===== src/rtl/key_unlock_if.sv =====
// key_unlock_if: key entry, relock, operand and status signals of key_unlock_gate.
interface key_unlock_if;
    logic       start;
    logic       key_vld;
    logic       key_bit;
    logic       relock;
    logic [7:0] op_a;
    logic [7:0] op_b;
    logic [7:0] sum_out;
    logic       unlocked;
    logic       lockout;
    logic       busy;
    logic [1:0] fail_cnt;

    modport master (
        output start, key_vld, key_bit, relock, op_a, op_b,
        input  sum_out, unlocked, lockout, busy, fail_cnt
    );

    modport slave (
        input  start, key_vld, key_bit, relock, op_a, op_b,
        output sum_out, unlocked, lockout, busy, fail_cnt
    );
endinterface


===== src/rtl/key_unlock_gate.sv =====
// key_unlock_gate: serial-key unlock FSM gating an 8-bit adder; scrambled XOR output while locked,
// with saturating failure count and terminal lockout.
module key_unlock_gate #(
    parameter logic [15:0] KEY      = 16'hA5C3,
    parameter logic [1:0]  MAX_FAIL = 2'd3,
    parameter logic [7:0]  SCRAMBLE = 8'h5A
) (
    input logic          clk,
    input logic          rst_n,
    key_unlock_if.slave  bus
);
    typedef enum logic [2:0] {IDLE, SHIFT, CHECK, UNLOCKED, LOCKOUT} state_t;

    state_t      state;
    logic [15:0] shreg;
    logic [4:0]  cnt;
    logic [1:0]  fail_q;
    logic [7:0]  sum_q;
    logic [1:0]  fail_nxt;

    // Saturating increment: the count never wraps back to zero.
    assign fail_nxt = (fail_q == 2'd3) ? fail_q : fail_q + 2'd1;

    always_ff @(posedge clk or negedge rst_n) begin
        if (!rst_n) begin
            state  <= IDLE;
            shreg  <= '0;
            cnt    <= '0;
            fail_q <= '0;
            sum_q  <= '0;
        end else begin
            sum_q <= (state == UNLOCKED) ? bus.op_a + bus.op_b : bus.op_a ^ bus.op_b ^ SCRAMBLE;
            case (state)
                IDLE, UNLOCKED: begin
                    if (bus.start) begin
                        state <= SHIFT;
                        shreg <= '0;
                        cnt   <= '0;
                    end else if (state == UNLOCKED && bus.relock) begin
                        state <= IDLE;
                    end
                end
                SHIFT: begin
                    if (bus.start) begin
                        shreg <= '0;
                        cnt   <= '0;
                    end else if (bus.key_vld) begin
                        shreg <= {shreg[14:0], bus.key_bit};
                        cnt   <= cnt + 5'd1;
                        if (cnt == 5'd15) state <= CHECK;
                    end
                end
                CHECK: begin
                    if (shreg == KEY) begin
                        state  <= UNLOCKED;
                        fail_q <= '0;
                    end else begin
                        fail_q <= fail_nxt;
                        state  <= (fail_nxt == MAX_FAIL) ? LOCKOUT : IDLE;
                    end
                end
                default: state <= LOCKOUT;
            endcase
        end
    end

    assign bus.sum_out  = sum_q;
    assign bus.fail_cnt = fail_q;
    assign bus.unlocked = (state == UNLOCKED);
    assign bus.lockout  = (state == LOCKOUT);
    assign bus.busy     = (state == SHIFT) || (state == CHECK);
endmodule


===== src/flat_wrapper.sv =====
// flat-port wrapper written by rule: the top's interface ports become plain ports
module key_unlock_gate_flat 
#(
    parameter logic [15:0] KEY      = 16'hA5C3,
    parameter logic [1:0]  MAX_FAIL = 2'd3,
    parameter logic [7:0]  SCRAMBLE = 8'h5A
)
  (clk, rst_n, bus_start, bus_key_vld, bus_key_bit, bus_relock, bus_op_a, bus_op_b, bus_sum_out, bus_unlocked, bus_lockout, bus_busy, bus_fail_cnt);
  key_unlock_if bus_i ();
  input logic clk;
  input logic rst_n;
  input wire logic [$bits(bus_i.start)-1:0] bus_start;
  input wire logic [$bits(bus_i.key_vld)-1:0] bus_key_vld;
  input wire logic [$bits(bus_i.key_bit)-1:0] bus_key_bit;
  input wire logic [$bits(bus_i.relock)-1:0] bus_relock;
  input wire logic [$bits(bus_i.op_a)-1:0] bus_op_a;
  input wire logic [$bits(bus_i.op_b)-1:0] bus_op_b;
  output wire logic [$bits(bus_i.sum_out)-1:0] bus_sum_out;
  output wire logic [$bits(bus_i.unlocked)-1:0] bus_unlocked;
  output wire logic [$bits(bus_i.lockout)-1:0] bus_lockout;
  output wire logic [$bits(bus_i.busy)-1:0] bus_busy;
  output wire logic [$bits(bus_i.fail_cnt)-1:0] bus_fail_cnt;
  assign bus_i.start = bus_start;
  assign bus_i.key_vld = bus_key_vld;
  assign bus_i.key_bit = bus_key_bit;
  assign bus_i.relock = bus_relock;
  assign bus_i.op_a = bus_op_a;
  assign bus_i.op_b = bus_op_b;
  assign bus_sum_out = bus_i.sum_out;
  assign bus_unlocked = bus_i.unlocked;
  assign bus_lockout = bus_i.lockout;
  assign bus_busy = bus_i.busy;
  assign bus_fail_cnt = bus_i.fail_cnt;
  key_unlock_gate #(.KEY(KEY), .MAX_FAIL(MAX_FAIL), .SCRAMBLE(SCRAMBLE)) u_core (.clk(clk), .rst_n(rst_n), .bus(bus_i));
endmodule

===== config.mk =====
export PLATFORM = sky130hd
export DESIGN_NAME = key_unlock_gate_flat
export DESIGN_NICKNAME = d
export VERILOG_FILES = /design/src/rtl/key_unlock_if.sv /design/src/rtl/key_unlock_gate.sv /design/src/flat_wrapper.sv
export SDC_FILE = /design/constraint.sdc
export NUM_CORES = 1
export LEC_CHECK = 0
export BUFFER_PORTS_ARGS = -buffer_cell sky130_fd_sc_hd__buf_2
export CORE_UTILIZATION = 30
export DETAILED_ROUTE_END_ITERATION = 8
export SLEW_MARGIN = 20
export SYNTH_ARGS = -nofsm -noshare
export SYNTH_HDL_FRONTEND = slang
export SYNTH_SLANG_ARGS = --single-unit
export TNS_END_PERCENT = 100

===== constraint.sdc =====
create_clock -name clk -period 1.7 [get_ports clk]
set_input_delay 0 -clock clk [delete_from_list [all_inputs] [get_ports clk]]
set_output_delay 0 -clock clk [all_outputs]
set_load 0.05 [all_outputs]

==> impl_metrics.json <==
{
  "r2r-end": "u_core.state[1]$_DFFE_PN0P_",
  "hp-class": "in2reg",
  "min_period_over_period_pct": 98.4,
  "num_vias": 1383,
  "final_cell_mix": "buf_2 (34), dfrtp_1 (34), a22o_1 (17), inv_1 (12), buf_4 (10)",
  "dp_hpwl_mm": 2.60,
  "synth_edf_count": 0,
  "synthMuxAreaShare_pct": 2.90,
  "drv_slew": 0,
  "num_rows": 27,
  "reg2reg_setup_slack_ps": 30,
  "clkSlewWorstSetupHoldPaths_ps": 70,
  "clock_path_buffers": 2,
  "diodes": 0,
  "syn_nets": 189,
  "grt_max_degree": 35,
  "fin_skew_ps": 4.58,
  "startpoint": "u_core.cnt[1]$_DFFE_PN0P_",
  "syn_avg_cell_area_um2": 11.5,
  "synthArstFlopShare_pct": 100,
  "top_layer": "met4",
  "crit_family": "simple AND/OR/NAND/NOR gates",
  "reg2reg_from": "u_core.cnt[1]$_DFFE_PN0P_",
  "outcome": "complete, no violations",
  "drc": 0,
  "cp_slowest_cell": "or4b_1",
  "grt_pass1_vias": 1381,
  "drv_cap": 0,
  "dieWidth_um": 79.7,
  "rsz0062_at_grt": "true",
  "yosysWarnings": 0,
  "path_cells": "ha_2 > and3_1 > ha_1 > and3b_1 > a21oi_1 > or4b_1 > o31ai_1",
  "cp.buffers_inverters": 0,
  "worstPathRequired_ps": 1880,
  "place_congestion": 0.715,
  "routed-wl-met3_um": 110,
  "io_buffers": 34,
  "viasPerCell": 4.94,
  "die_y_um": 79.7,
  "synthXorXnorAreaFrac_pct": 3.39,
  "fin_crit_ps": 1670,
  "clkSinkCount": 34,
  "cpPeakStageDelay_ps": 460,
  "drtIter0Drc": 72,
  "max_slew_margin_pct": 49.5,
  "wl_met2_mm": 1.85,
  "p_leak_uw": 0.00109,
  "synthAdderAreaFrac_pct": 7.33,
  "nNetsFinal": 239,
  "numCtsBuffers": 5,
  "setup_viol": 0,
  "critical_path_depth": 7,
  "wl_per_cell_um": 13.2,
  "worst_setup_path_start_kind": "register",
  "max_freq_mhz": 598,
  "synth_compound_area_share_pct": 19.0,
  "cts_tree": "done",
  "synth.yosys.seq_area_share_pct": 47.0,
  "crit_arrival_ps": 1860,
  "tightest_slew_ps": 758,
  "areaGrowthSynthToFinish_pct": 26.5,
  "antenna_found_initial": 0,
  "yosys.area.top_type": "dfrtp_1",
  "drive_above_1_share_pct": 31.7,
  "synth_area_mm2": 0.00181,
  "synth_top_family_by_area": "compound AO/OA/AOI/OAI gates",
  "grt.total_usage_pct": 12.7,
  "cts_root_buf": "clkbuf_8",
  "ys_ff_latch": 34,
  "yosysTopAreaCellShare_pct": 47.0,
  "netlist_top_cells_area": "dfrtp_1 (47%), a22o_1 (8.2%), ha_1 (6.2%), inv_1 (2.5%), xnor2_1 (2.4%)",
  "synth-simple-area-share_pct": 14.3,
  "synth_cell_type_count": 46,
  "grt_pass1_wl_mm": 6.31,
  "dr.pass1.iters": 4,
  "clock_latency_ps": 280,
  "critical_path_class": "reg2reg",
  "grt_overflow": 0,
  "fp.dieArea_mm2": 0.00635,
  "powerDensity_mw_per_mm2": 774,
  "postRouteAntennaNets": 0,
  "synthCells": 157,
  "path_max_fanout": 3,
  "core-area_mm2": 0.00568,
  "fin_ws_ps": 27.3,
  "routed_wirelength_mm": 3.71,
  "io_pins": 35,
  "wl_met1_mm": 1.73,
  "htree_levels": 2,
  "ir_worst_vdd_mv": 0.413,
  "initial_utilization_pct": 31.9,
  "place_ws_ps": 4.98,
  "cp-end-kind": "register",
  "crit_path_end": "u_core.state[1]$_DFFE_PN0P_",
  "hold_violations": 0,
  "total_power_uw": 1770,
  "reg2regPathDepth": 7,
  "ys.flop_type": "dfrtp_1"
}
[where the power goes]
| part | total, uW | switching (uW) | leakage, uW | internal (uW) |
|---|---|---|---|---|
| Clock | 616 | 291 | 0.0000472 | 325 |
| Sequential | 846 | 10.3 | 0.000448 | 836 |
| Combinational | 311 | 197 | 0.000593 | 114 |
| Total | 1770 | 498 | 0.00109 | 1280 |
[sequential cells by signal, summed over array words and instances (netlist names)]
signal               cells
u_core.shreg            16
u_core.bus.sum_out       8
u_core.state             3
u_core.bus.fail_cnt      2
u_core.cnt               5
[Yosys cell counts (3+ instances only)]
cell	n
ha_1	9
xnor2_1	5
inv_1	12
nor4bb_1	4
nand2_1	3
buf_6	3
dfrtp_1	34
nor2_1	5
nand3_1	3
a211oi_1	4
nor3_1	3
a21oi_1	5
o21ai_0	4
buf_4	3
mux2i_1	3
a22o_1	17
[metrics by stage]
stage	setup TNS [ps]	utilization [%]	instance area, um2	std cells	hold slack [ps]
floorplan	0	-	1820	157	-296
global placement	0	37.1	2110	265	115
detailed placement	0	37.1	2110	265	131
CTS	0	39.6	2250	278	42.5
global route	-84.4	40.4	2290	280	48.4
finish	0	40.4	2290	280	46.6
[logic make-up (layout without fill, tap and decap cells)]
logic type | count (synthesis) | after routing
buffers and inverters | 20 | 71
and+or+nand+nor | 36 | 36
xor gates and xnor gates | 7 | 7
AOI/OAI and AO/OA | 45 | 45
adders and majority gates | 10 | 10
muxes | 5 | 5
DFF | 34 | 34
[area by class of cell]
class	instances	area, um2
fillers	556	3380
multi-input cells	103	881
flip-flops and latches	34	851
repair buffers	50	325
well taps	72	90.1
clock buffers	6	82.6
inverters	13	48.8
clock inverters	2	12.5
[routing by layer]
metal  vias up  global-route usage, %
li1        684                      -
met4         0                   3.45
met1       675                   16.3
met2        22                   21.3
met5         -                      0
met3         2                   2.74
[worst min-delay path, stage by stage]
cell and delay (ps):
buf_2 80, xor2_1 80, xnor2_1 130
[worst min-delay path by stage]
stage / startpoint / endpoint / depth (start not counted)
final: bus_op_b[7] / u_core.bus.sum_out[7]$_DFF_PN0_ / 3
after global routing: bus_op_b[7] / u_core.bus.sum_out[7]$_DFF_PN0_ / 3
after CTS: bus_op_b[7] / u_core.bus.sum_out[7]$_DFF_PN0_ / 3
after detailed placement: rst_n / u_core.state[0]$_DFFE_PN0P_ / 1
after global placement: rst_n / u_core.state[0]$_DFFE_PN0P_ / 1
after floorplan: rst_n / u_core.bus.fail_cnt[0]$_DFFE_PN0N_ / 0
[what timing repair did]
item | CTS | global route
pin swaps | 0 | 2
hold buffers | 4 | 0
gates cloned | 0 | 0
buffers inserted | 1 | 2
setup endpoints to repair | 1 | 4
endpoints found under the hold margin | 36 | 0
resized for setup | 0 | 6
(Power assumes the default switching activity.)
